==> src/rtl/serial_mod5_frame_tx.sv <==
// serial_mod5_frame_tx: MSB-first serial framer that appends 3 check bits making the frame divisible by 5.
// Check bits and remainder tracking exist only when SERIAL_MOD5_CHECK_EN is defined.
module serial_mod5_frame_tx #(
  parameter int DATA_W = 8
) (
  input  logic              clk,
  input  logic              rst,
  input  logic              in_valid,
  output logic              in_ready,
  input  logic [DATA_W-1:0] in_data,
  output logic              out_valid,
  input  logic              out_ready,
  output logic              out_bit,
  output logic              out_last
);
  typedef enum logic [1:0] {IDLE, DATA, CHECK} state_t;
  state_t            state_q, state_d;
  logic [DATA_W-1:0] sh_q, sh_d;
  logic [5:0]        cnt_q, cnt_d;
  logic              out_valid_q, out_valid_d;
  logic              out_bit_q, out_bit_d;
  logic              out_last_q, out_last_d;
  logic              xfer;
`ifdef SERIAL_MOD5_CHECK_EN
  logic [2:0]        r_q, r_d, chk_q, chk_d, r_nx;
  logic [3:0]        t;
`endif
  assign in_ready  = state_q == IDLE;
  assign out_valid = out_valid_q;
  assign out_bit   = out_bit_q;
  assign out_last  = out_last_q;
  assign xfer      = out_valid_q && out_ready;
  always_comb begin
    state_d = state_q;
    sh_d    = sh_q;
    cnt_d   = cnt_q;
`ifdef SERIAL_MOD5_CHECK_EN
    r_d   = r_q;
    chk_d = chk_q;
    t     = {r_q, 1'b0} + {3'b0, sh_q[DATA_W-1]};
    r_nx  = t >= 4'd5 ? 3'(t - 4'd5) : t[2:0];
`endif
    if (state_q == IDLE && in_valid) begin
      state_d = DATA;
      sh_d    = in_data;
      cnt_d   = 6'(DATA_W - 1);
`ifdef SERIAL_MOD5_CHECK_EN
      r_d     = 3'd0;
`endif
    end else if (xfer && state_q == DATA) begin
      sh_d  = sh_q << 1;
      cnt_d = cnt_q - 6'd1;
`ifdef SERIAL_MOD5_CHECK_EN
      r_d   = r_nx;
      if (cnt_q == 6'd0) begin
        state_d = CHECK;
        cnt_d   = 6'd2;
        // c = (-8r) mod 5 so that data*8 + c is a multiple of 5
        chk_d   = r_nx == 3'd1 ? 3'd2 : r_nx == 3'd2 ? 3'd4 : r_nx == 3'd3 ? 3'd1 : r_nx == 3'd4 ? 3'd3 : 3'd0;
      end
    end else if (xfer && state_q == CHECK) begin
      chk_d = chk_q << 1;
      cnt_d = cnt_q - 6'd1;
      if (cnt_q == 6'd0) begin
        state_d = IDLE;
        cnt_d   = 6'd0;
      end
`else
      if (cnt_q == 6'd0) begin
        state_d = IDLE;
        cnt_d   = 6'd0;
      end
`endif
    end
    out_valid_d = state_d != IDLE;
`ifdef SERIAL_MOD5_CHECK_EN
    out_bit_d  = state_d == DATA ? sh_d[DATA_W-1] : state_d == CHECK ? chk_d[2] : 1'b0;
    out_last_d = state_d == CHECK && cnt_d == 6'd0;
`else
    out_bit_d  = state_d == DATA ? sh_d[DATA_W-1] : 1'b0;
    out_last_d = state_d == DATA && cnt_d == 6'd0;
`endif
  end
  always_ff @(posedge clk or negedge rst) begin
    if (!rst) begin
      state_q     <= IDLE;
      sh_q        <= '0;
      cnt_q       <= '0;
      out_valid_q <= 1'b0;
      out_bit_q   <= 1'b0;
      out_last_q  <= 1'b0;
`ifdef SERIAL_MOD5_CHECK_EN
      r_q         <= '0;
      chk_q       <= '0;
`endif
    end else begin
      state_q     <= state_d;
      sh_q        <= sh_d;
      cnt_q       <= cnt_d;
      out_valid_q <= out_valid_d;
      out_bit_q   <= out_bit_d;
      out_last_q  <= out_last_d;
`ifdef SERIAL_MOD5_CHECK_EN
      r_q         <= r_d;
      chk_q       <= chk_d;
`endif
    end
  end
endmodule

==> config.mk <==
export PLATFORM = sky130hd
export DESIGN_NAME = serial_mod5_frame_tx
export DESIGN_NICKNAME = d
export VERILOG_FILES = /design/src/rtl/serial_mod5_frame_tx.sv
export SDC_FILE = /design/constraint.sdc
export NUM_CORES = 1
export LEC_CHECK = 0
export CAP_MARGIN = 20
export CORE_ASPECT_RATIO = 0.6
export CORE_MARGIN = 2
export CORE_UTILIZATION = 40
export CTS_BUF_LIST = sky130_fd_sc_hd__clkbuf_8 sky130_fd_sc_hd__clkbuf_16
export DETAILED_ROUTE_END_ITERATION = 8
export HOLD_SLACK_MARGIN = 0.15
export SLEW_MARGIN = 20
export SYNTH_ARGS = -nofsm -noshare
export SYNTH_HDL_FRONTEND = slang
export SYNTH_SLANG_ARGS = --single-unit
==> constraint.sdc <==
create_clock -name clk -period 5.2 [get_ports clk]
set_input_delay 1.04 -clock clk [delete_from_list [all_inputs] [get_ports clk]]
set_output_delay 1.04 -clock clk [all_outputs]
set_load 0.02 [all_outputs]
==> impl_metrics.csv, run 1 <==
group,metric,value,unit
timing,hold_viol_final,0,
clock_network,htree_levels,1,
clock_network,cts.clk_slew.worst_paths,0.08,ns
cells_and_area,nNetsFinal,125,
clock_network,hold_buffers,0,
worst_setup_path,reg2reg_from,"cnt_q[0]",
power_and_ir_drop,combPwrFrac,42.5,%
worst_setup_path,critPathKind,"primary input to register",
worst_setup_path,rrSetupSlack,3.06,ns
clock_network,cts.repair.resized,0,
detailed_routing,viasPerCell,5.46,
timing,skew,0.00717,ns
grt,grt_max_degree,20,
timing,setup_ws,2.55,ns
worst_setup_path,reg2reg_depth,6,
detailed_routing,wl_per_cell,14.3,um
logic_synthesis,async_flop_share,100,%
cells_and_area,fillers,216,
hold_path,hp-class,"register to register",
grt,grt_antenna_before_repair,0,
timing,period_share,51.0,%
place,place_ws,2.28,ns
floorplan,die_x,66.8,um
power_and_ir_drop,p_int,0.377,mW
detailed_routing,routed_wirelength,2000,um
worst_setup_path,critPathRequiredTime,5.40,ns
worst_setup_path,max_stage_delay,0.55,ns
logic_synthesis,synth_cells,94,
floorplan,core_region_area,0.00220,mm2
grt,grt_pass1_wl,3390,um
cells_and_area,drive_gt1_share,7.27,%
worst_setup_path,arrival,2.85,ns
place,dpl.hpwl,1480,um
place,numPortBuffers,15,
logic_synthesis,netlist_area,947,um2
detailed_routing,postRouteAntennaNets,0,
clock_network,cts-buffers-inserted,3,
power_and_ir_drop,powerDensity,534,mW/mm2
timing,setup_viol,0,
logic_synthesis,avgSynthCellArea,10.1,um2
floorplan,pin_count,16,
timing,maxSlewHeadroom,43.4,%
cells_and_area,antenna_cells,0,
logic_synthesis,syn_nets,108,
floorplan,std_cell_rows,13,
grt,grt_overflow,0,
logic_synthesis,ys_ff_latch,19,
clock_network,clk_latency,0.26,ns
timing,final.setup.tns,0,ns
logic_synthesis,synth_cell_types,33,
power_and_ir_drop,p_total,0.625,mW
power_and_ir_drop,clockPowerShare,16.3,%
logic_synthesis,synth.area.top_cells,"dfrtp_1, nand2_1, a22oi_1",
timing,worst-slew-pin-transition,0.846,ns
worst_setup_path,end_kind,"register",
status,status,"complete, no violations",
detailed_routing,drc,0,
power_and_ir_drop,switching_share,39.7,%
timing,drv_slew,0,
power_and_ir_drop,worst_ir_drop_vdd,0.000219,V
grt,grt_usage,16.6,%
run,maxCapViolCount,0,
floorplan,start_util,43.1,%
worst_setup_path,cp-startpoint,"out_ready",
grt,grt_pass1_vias,680,
power_and_ir_drop,seq_power_share,41.2,%
cells_and_area,area_growth_syn_to_layout,23.5,%
logic_synthesis,synth_edf_count,0,
hold_path,hold_depth,2,
floorplan,design.die.area,0.00279,mm2
logic_synthesis,synth_seq_area_share,50.2,%
timing,rsz0062_at_grt,"false",
logic_synthesis,yosys_most_used_dff,"dfrtp_1",
floorplan,dieHeight,41.7,um
hold_path,whs_endpoint,"sh_q[2]",
logic_synthesis,yosysTopAreaCellShare,50.2,%
clock_network,tritoncts,"done",
detailed_routing,drt-pass1-iter-count,4,
detailed_routing,drt_iter0_markers,36,
hold_path,hp-start,"sh_q[2]",
timing,fmax,377,MHz
worst_setup_path,startpoint_type,"primary input",
logic_synthesis,yosysWarnings,0,
place,place_congestion,0.800,
timing,layout_min_cycle_time,2.65,ns
worst_setup_path,worstPathMaxFanout,14,
clock_network,cts.path.max_buffers,2,
detailed_routing,vias,764,
worst_setup_path,crit_slowest_cell,"and4b_1",
clock_network,cts_sinks,19,
power_and_ir_drop,p_sw,0.248,mW
worst_setup_path,crit_path_cell_trace,"clkdlybuf4s50_1 > and4b_1 > a21boi_0 > nor4b_1 > and4bb_1",
clock_network,cts_post_setup_buffers_inserted,0,
power_and_ir_drop,leakage,0.511,nW
worst_setup_path,rr_endpoint,"out_last",
logic_synthesis,synth_area_leader_cell,"dfrtp_1",
clock_network,clockRootBuffer,"clkbuf_8",
-- kinds of logic after synthesis --
logic type	share of synthesized area, %
flops	50.2
mux	1.06
buf+inv	3.43
fa+ha+maj	2.64
compound gates	15.1
simple gates	27.6
-- power by group through the flow --
stage                     logic [mW]  clock network, mW  registers (mW)
after CTS                      0.265              0.104           0.256
after detailed placement       0.264                  0           0.258
after global placement         0.259                  0           0.258
after floorplan                0.185                  0           0.253
after global routing           0.297              0.112           0.268
final                          0.265              0.102           0.257
-- sequential cells by signal (all words and copies together) (netlist names) --
register   count
state_q        2
out_bit        1
out_valid      1
out_last       1
sh_q           8
cnt_q          6
-- metal layers --
metal	track usage, %	wire, um	up-vias
met5	0	0	-
met3	5.69	91	2
met2	19.6	744	16
met4	4.90	8	0
li1	-	-	369
met1	27.4	1160	377
-- synth_stat cells, types with 3 or more instances --
master and number:
a22oi_1 7, dfrtp_1 19, inv_1 4, nand2_1 17
nor2_1 9, o22ai_1 3
-- how the worst max path moves through the flow --
stage	endpoint	slack, ns	cells past startpoint
after floorplan	out_last	3.22	4
after global placement	out_last	2.37	5
after detailed placement	out_last	2.28	5
after CTS	out_last	2.54	5
after global routing	out_last	2.44	5
final	out_last	2.55	5
-- layout by cell type, fill, tap and decap left out, drive strengths merged, types with 2 or more instances in the layout --
cell type	count
nor4	2
nor4b	2
nand2	17
clkdlybuf4s50	15
a22oi	7
inv	5
dfrtp	19
o22ai	3
o21ai	2
ha	2
nor3	2
clkbuf	3
nor2b	2
nor3b	2
nor2	9
-- final cells by class --
type                    count  area (um2)  area share (%)
inverters                   4        15.0            1.28
multi-input cells          67         439            37.5
clock buffers               3        41.3            3.53
well taps                  30        37.5            3.21
repair buffers             16         158            13.5
clock inverters             1        3.75           0.321
flip-flops and latches     19         475            40.6
-- worst max-delay path: cells and delay by family --
family / cells / cell delay [ns]
AO/OA/AOI/OAI: 1 / 0.21
AND/OR/NAND/NOR: 3 / 1.07
buffers and inverters: 1 / 0.52
-- metrics by stage --
step	util, %	area (um2)	hold WS, ns	std cells
floorplan	-	947	0.447	94
global placement	51.2	1120	0.462	136
detailed placement	51.2	1120	0.470	136
CTS	53.3	1170	0.489	140
global route	53.3	1170	0.501	140
finish	53.3	1170	0.481	140
(Power assumes the default switching activity.)
==> run 2: changes to the inputs <==
--- a/config.mk
+++ b/config.mk
@@ -12,6 +12,7 @@
 export CTS_BUF_LIST = sky130_fd_sc_hd__clkbuf_8 sky130_fd_sc_hd__clkbuf_16
 export DETAILED_ROUTE_END_ITERATION = 8
 export HOLD_SLACK_MARGIN = 0.15
+export PLACE_DENSITY = 0.65
 export SLEW_MARGIN = 20
 export SYNTH_ARGS = -nofsm -noshare
 export SYNTH_HDL_FRONTEND = slang
==> constraint.sdc (replaced) <==
create_clock -name clk -period 2.13 [get_ports clk]
set_input_delay 0.426 -clock clk [delete_from_list [all_inputs] [get_ports clk]]
set_output_delay 0.426 -clock clk [all_outputs]
set_load 0.02 [all_outputs]
==> run 2 against run 1 <==
Sequential share of layout area is 1.1 points lower. Combinational power grew to 2.5 times the previous value. Critical path type is now register to output pin. Via count is 2.4% lower. Non-clock buffer count is 4 higher. Utilization is 1.4 points higher. Largest power group unchanged. Highest routed layer unchanged. Largest cell class unchanged. Setup slack worse by 2.3 ns.
==> impl_metrics.csv, run 2 (synthesis results as in run 1) <==
group,metric,value,unit
status,status,"complete, no violations",
worst_setup_path,max_stage_delay,0.61,ns
floorplan,dieHeight,41.7,um
worst_setup_path,path_buf_inv,1,
detailed_routing,postRouteAntennaNets,0,
cells_and_area,antenna_cells,0,
detailed_routing,wl_per_cell,13.4,um
timing,period_share,88.8,%
floorplan,pin_count,16,
detailed_routing,vias,746,
clock_network,clockRootBuffer,"clkbuf_8",
cells_and_area,seqCellArea,475,um2
run,maxCapViolCount,0,
clock_network,tritoncts,"done",
detailed_routing,dr_wl_met3,125,um
cells_and_area,largest_reg_flops,8,
worst_setup_path,startpoint_type,"register",
place,numPortBuffers,15,
detailed_routing,met1_length,1030,um
timing,rsz0062_at_grt,"false",
detailed_routing,routed_wirelength,1930,um
floorplan,core_region_area,0.00220,mm2
clock_network,cts_sinks,19,
worst_setup_path,worstPathMaxFanout,8,
grt,grt_max_degree,12,
clock_network,cts.path.max_buffers,2,
cells_and_area,drive_gt1_share,11.4,%
detailed_routing,drt_iter0_markers,34,
power_and_ir_drop,powerDensity,1290,mW/mm2
worst_setup_path,crit_family,"buffers and inverters",
cells_and_area,layout_commonest_cell,"dfrtp_1",
cells_and_area,fillers,206,
grt,grt_usage,15.9,%
detailed_routing,drt-pass1-iter-count,4,
power_and_ir_drop,leakage,0.529,nW
timing,holdWs,0.462,ns
cells_and_area,nNetsFinal,129,
clock_network,cts_post_setup_buffers_inserted,0,
place,place_congestion,0.791,
worst_setup_path,arrival,1.46,ns
timing,hold_viol_final,0,
grt,grt_pass1_vias,671,
clock_network,hold_buffers,0,
worst_setup_path,crit_slowest_cell,"clkdlybuf4s50_1",
worst_setup_path,end_kind,"output pin",
timing,final.setup.tns,0,ns
worst_setup_path,critPathKind,"register to output pin",
floorplan,std_cell_rows,13,
detailed_routing,dr_wl_met2,756,um
timing,worst-slew-pin-transition,0.493,ns
grt,grt_antenna_before_repair,0,
floorplan,start_util,43.1,%
power_and_ir_drop,worst_ir_drop_vdd,0.000462,V
floorplan,die_x,66.8,um
clock_network,cts.repair.resized,0,
place,dpl.hpwl,1450,um
cells_and_area,reg.largest.list,"sh_q x8, cnt_q x6, state_q x2",
clock_network,clk_latency,0.25,ns
timing,maxSlewHeadroom,66.3,%
detailed_routing,drc,0,
clock_network,cts-buffers-inserted,3,
detailed_routing,viasPerCell,5.18,
worst_setup_path,crit_path_cell_trace,"nor2_1 > clkdlybuf4s50_1",
grt,grt_pass1_wl,3270,um
timing,skew,0.00386,ns
timing,layout_min_cycle_time,1.89,ns
hold_path,hp-class,"primary input to asynchronous set/reset pin",
clock_network,cts.clk_slew.worst_paths,0.07,ns
timing,fmax,529,MHz
cells_and_area,final_cell_mix,"dfrtp_1, nand2_1, clkdlybuf4s50_1",
cells_and_area,area_growth_syn_to_layout,26.8,%
floorplan,design.die.area,0.00279,mm2
detailed_routing,topRoutingLayerUsed,"met4",
grt,grt_overflow,0,
cells_and_area,multi_input_area,439,um2
clock_network,htree_levels,1,
cells_and_area,regMostFlops,"sh_q",
timing,drv_slew,0,
timing,setup_viol,0,
worst_setup_path,critPathRequiredTime,1.70,ns
run 2: changes by cell type in the layout (fill, tap and decap cells not counted):
cell	delta
buf_4	+4
clkinv_2	+1
inv_1	-1
run 2: cell type report:
class	instances	area share, %
Inverter	4	1.25
Clock inverter	1	0.417
Timing Repair Buffer	20	15.6
Sequential cell	19	39.6
Tap cell	30	3.13
Multi-Input combinational cell	67	36.6
Clock buffer	3	3.44
run 2: per-layer routing:
metal,vias up,track usage (%)
met5,-,0
met2,26,20.0
met4,0,3.67
met3,4,5.69
met1,338,25.4
li1,378,-
run 2: power by group:
part | total [mW] | internal, mW | leakage (nW) | switching, mW
Clock | 0.247 | 0.130 | 0.0255 | 0.117
Sequential | 0.628 | 0.504 | 0.236 | 0.124
Combinational | 0.673 | 0.316 | 0.268 | 0.357
run 2: through the flow:
| step | instance area [um2] | power (mW) | instances | setup WS (ns) | util, % |
|---|---|---|---|---|---|
| final | 1200 | 1.55 | 144 | 0.239 | 54.7 |
| after global routing | 1200 | 1.67 | 144 | 0.0737 | 54.7 |
| after CTS | 1200 | 1.55 | 144 | 0.227 | 54.7 |
| after global placement | 1150 | 1.29 | 140 | 0.150 | 52.6 |
| after floorplan | 947 | 1.07 | 94 | 0.415 | - |
| after detailed placement | 1150 | 1.30 | 140 | 0.135 | 52.6 |
run 2: path summary, 6_finish.rpt:
path	from	endpoint	slack, ns	depth (start not counted)
setup / recovery	state_q[0]	in_ready	0.24	2
hold / removal	rst	cnt_q[2]	0.46	1
setup reg to reg	cnt_q[0]	out_last	0.27	6
hold reg to reg	sh_q[4]	sh_q[4]	0.48	2
max in group asynchronous	rst	sh_q[4]	1.17	2
min in group clk	sh_q[4]	sh_q[4]	0.48	2
==> run 3: changes to the inputs <==
--- a/config.mk
+++ b/config.mk
@@ -12,7 +12,6 @@
 export CTS_BUF_LIST = sky130_fd_sc_hd__clkbuf_8 sky130_fd_sc_hd__clkbuf_16
 export DETAILED_ROUTE_END_ITERATION = 8
 export HOLD_SLACK_MARGIN = 0.15
-export PLACE_DENSITY = 0.65
 export SLEW_MARGIN = 20
 export SYNTH_ARGS = -nofsm -noshare
 export SYNTH_HDL_FRONTEND = slang
==> constraint.sdc (replaced) <==
create_clock -name clk -period 2.4 [get_ports clk]
set_input_delay 0.48 -clock clk [delete_from_list [all_inputs] [get_ports clk]]
set_output_delay 0.48 -clock clk [all_outputs]
set_load 0.02 [all_outputs]
==> run 3 against run 2 <==
Cell area is 0.73% lower. Combinational power shrank 12%. Largest power group unchanged. Hold slack better by 0.020 ns. Die area is the same. Setup slack gained 0.22 ns. Non-clock buffer count fell by 1. Largest cell class unchanged. Via count up 2.9%. Sequential share of layout area is 0.29 points higher. Register-to-register slack better by 0.25 ns. Clock skew down 0.0020 ns. Final cell count shrank 0.69%. Sequential power down 12%.
==> impl_metrics.csv, run 3 (synthesis results as in run 1) <==
group,metric,value,unit
clock_network,hold_buffers,0,
timing,skew,0.00186,ns
power_and_ir_drop,worst_ir_drop_vdd,0.000401,V
cells_and_area,drive_gt1_share,9.73,%
floorplan,start_util,43.1,%
run,maxCapViolCount,0,
cells_and_area,reg.largest.list,"sh_q x8, cnt_q x6, state_q x2",
floorplan,design.die.area,0.00279,mm2
cells_and_area,finalNonFillerCells,143,
timing,rsz0062_at_grt,"false",
worst_setup_path,startpoint_type,"register",
cells_and_area,regMostFlops,"sh_q",
hold_path,hp-start,"sh_q[4]",
place,numPortBuffers,15,
clock_network,htree_levels,1,
place,dp_cells,139,
cells_and_area,area_growth_syn_to_layout,25.9,%
clock_network,cts-buffers-inserted,3,
grt,grt_max_degree,20,
clock_network,clk_latency,0.26,ns
floorplan,std_cell_rows,13,
worst_setup_path,reg2reg_from,"cnt_q[0]",
clock_network,cts_sinks,19,
place,place_congestion,0.786,
hold_path,whs_endpoint,"sh_q[4]",
worst_setup_path,rrSetupSlack,0.52,ns
detailed_routing,postRouteAntennaNets,0,
worst_setup_path,end_kind,"output pin",
floorplan,die_x,66.8,um
clock_network,cts.repair.resized,0,
cells_and_area,largest_reg_flops,8,
timing,setup_viol,0,
grt,grt_pass1_wl,3440,um
power_and_ir_drop,p_total,1.37,mW
timing,period_share,80.8,%
detailed_routing,wl_per_cell,13.8,um
cells_and_area,nNetsFinal,128,
cells_and_area,layout_commonest_cell,"dfrtp_1",
power_and_ir_drop,powerDensity,1150,mW/mm2
timing,maxSlewHeadroom,67.7,%
place,dpl.hpwl,1470,um
timing,layout_min_cycle_time,1.94,ns
clock_network,cts_post_setup_buffers_inserted,0,
timing,fmax,515,MHz
cells_and_area,fillers,201,
grt,grt_antenna_before_repair,0,
grt,grt_overflow,0,
cells_and_area,antenna_cells,0,
hold_path,hold_depth,2,
floorplan,pin_count,16,
hold_path,hp-class,"register to register",
timing,final.setup.tns,0,ns
timing,drv_slew,0,
clock_network,tritoncts,"done",
detailed_routing,drc,0,
worst_setup_path,arrival,1.46,ns
clock_network,cts.clk_slew.worst_paths,0.07,ns
detailed_routing,vias,768,
cells_and_area,post-route-util,54.3,%
clock_network,clockRootBuffer,"clkbuf_8",
worst_setup_path,critPathKind,"register to output pin",
detailed_routing,routed_wirelength,1980,um
worst_setup_path,rr_endpoint,"out_last",
worst_setup_path,worstPathMaxFanout,9,
cells_and_area,final_cell_mix,"dfrtp_1, nand2_1, clkdlybuf4s50_1",
detailed_routing,drt-pass1-iter-count,4,
detailed_routing,drt_iter0_markers,44,
floorplan,dieHeight,41.7,um
clock_network,cts.path.max_buffers,2,
floorplan,core_region_area,0.00220,mm2
grt,grt_pass1_vias,697,
power_and_ir_drop,leakage,0.526,nW
worst_setup_path,critPathRequiredTime,1.92,ns
worst_setup_path,reg2reg_depth,6,
detailed_routing,viasPerCell,5.37,
timing,hold_viol_final,0,
timing,worst-slew-pin-transition,0.472,ns
grt,grt_usage,16.5,%
status,status,"complete, no violations",
-- run 3: cell type report --
| class | count | area [um2] | area share [%] |
|---|---|---|---|
| clock buffer | 3 | 41.3 | 3.46 |
| clock inverter | 1 | 3.75 | 0.315 |
| inverter | 4 | 15.0 | 1.26 |
| multi-input combinational | 67 | 439 | 36.8 |
| sequential | 19 | 475 | 39.9 |
| tap | 30 | 37.5 | 3.15 |
| timing repair buffer | 19 | 180 | 15.1 |
-- run 3: metal layers --
layer | GRT usage, % | routed length (um)
met3 | 5.96 | 144
met5 | 0 | 0
met2 | 21.6 | 787
met1 | 25.7 | 1040
met4 | 3.67 | 0
-- run 3: power by group --
| group | switching (mW) | internal [mW] |
|---|---|---|
| Combinational | 0.321 | 0.274 |
| Sequential | 0.107 | 0.447 |
| Clock | 0.105 | 0.114 |
| Total | 0.534 | 0.835 |
-- run 3: worst max-delay path by stage --
stage,from,endpoint,slack [ns]
floorplan,cnt_q[0],out_last,0.68
global placement,out_ready,out_last,0.31
detailed placement,out_ready,out_last,0.31
CTS,state_q[1],in_ready,0.45
global route,cnt_q[0],out_last,0.28
finish,state_q[1],in_ready,0.46
-- run 3: stage by stage --
stage	worst slack [ns]	hold slack, ns	area (um2)
2_1_floorplan	0.685	0.184	947
3_3_place_gp	0.308	0.470	1150
3_5_place_dp	0.305	0.468	1150
4_1_cts	0.451	0.485	1190
5_1_grt	0.276	0.502	1190
6_report	0.460	0.482	1190
-- run 3: critical path: stages (launching register included) --
cell and delay (ns):
dfrtp_1 0.46, nor2_1 0.14, clkdlybuf4s50_1 0.61
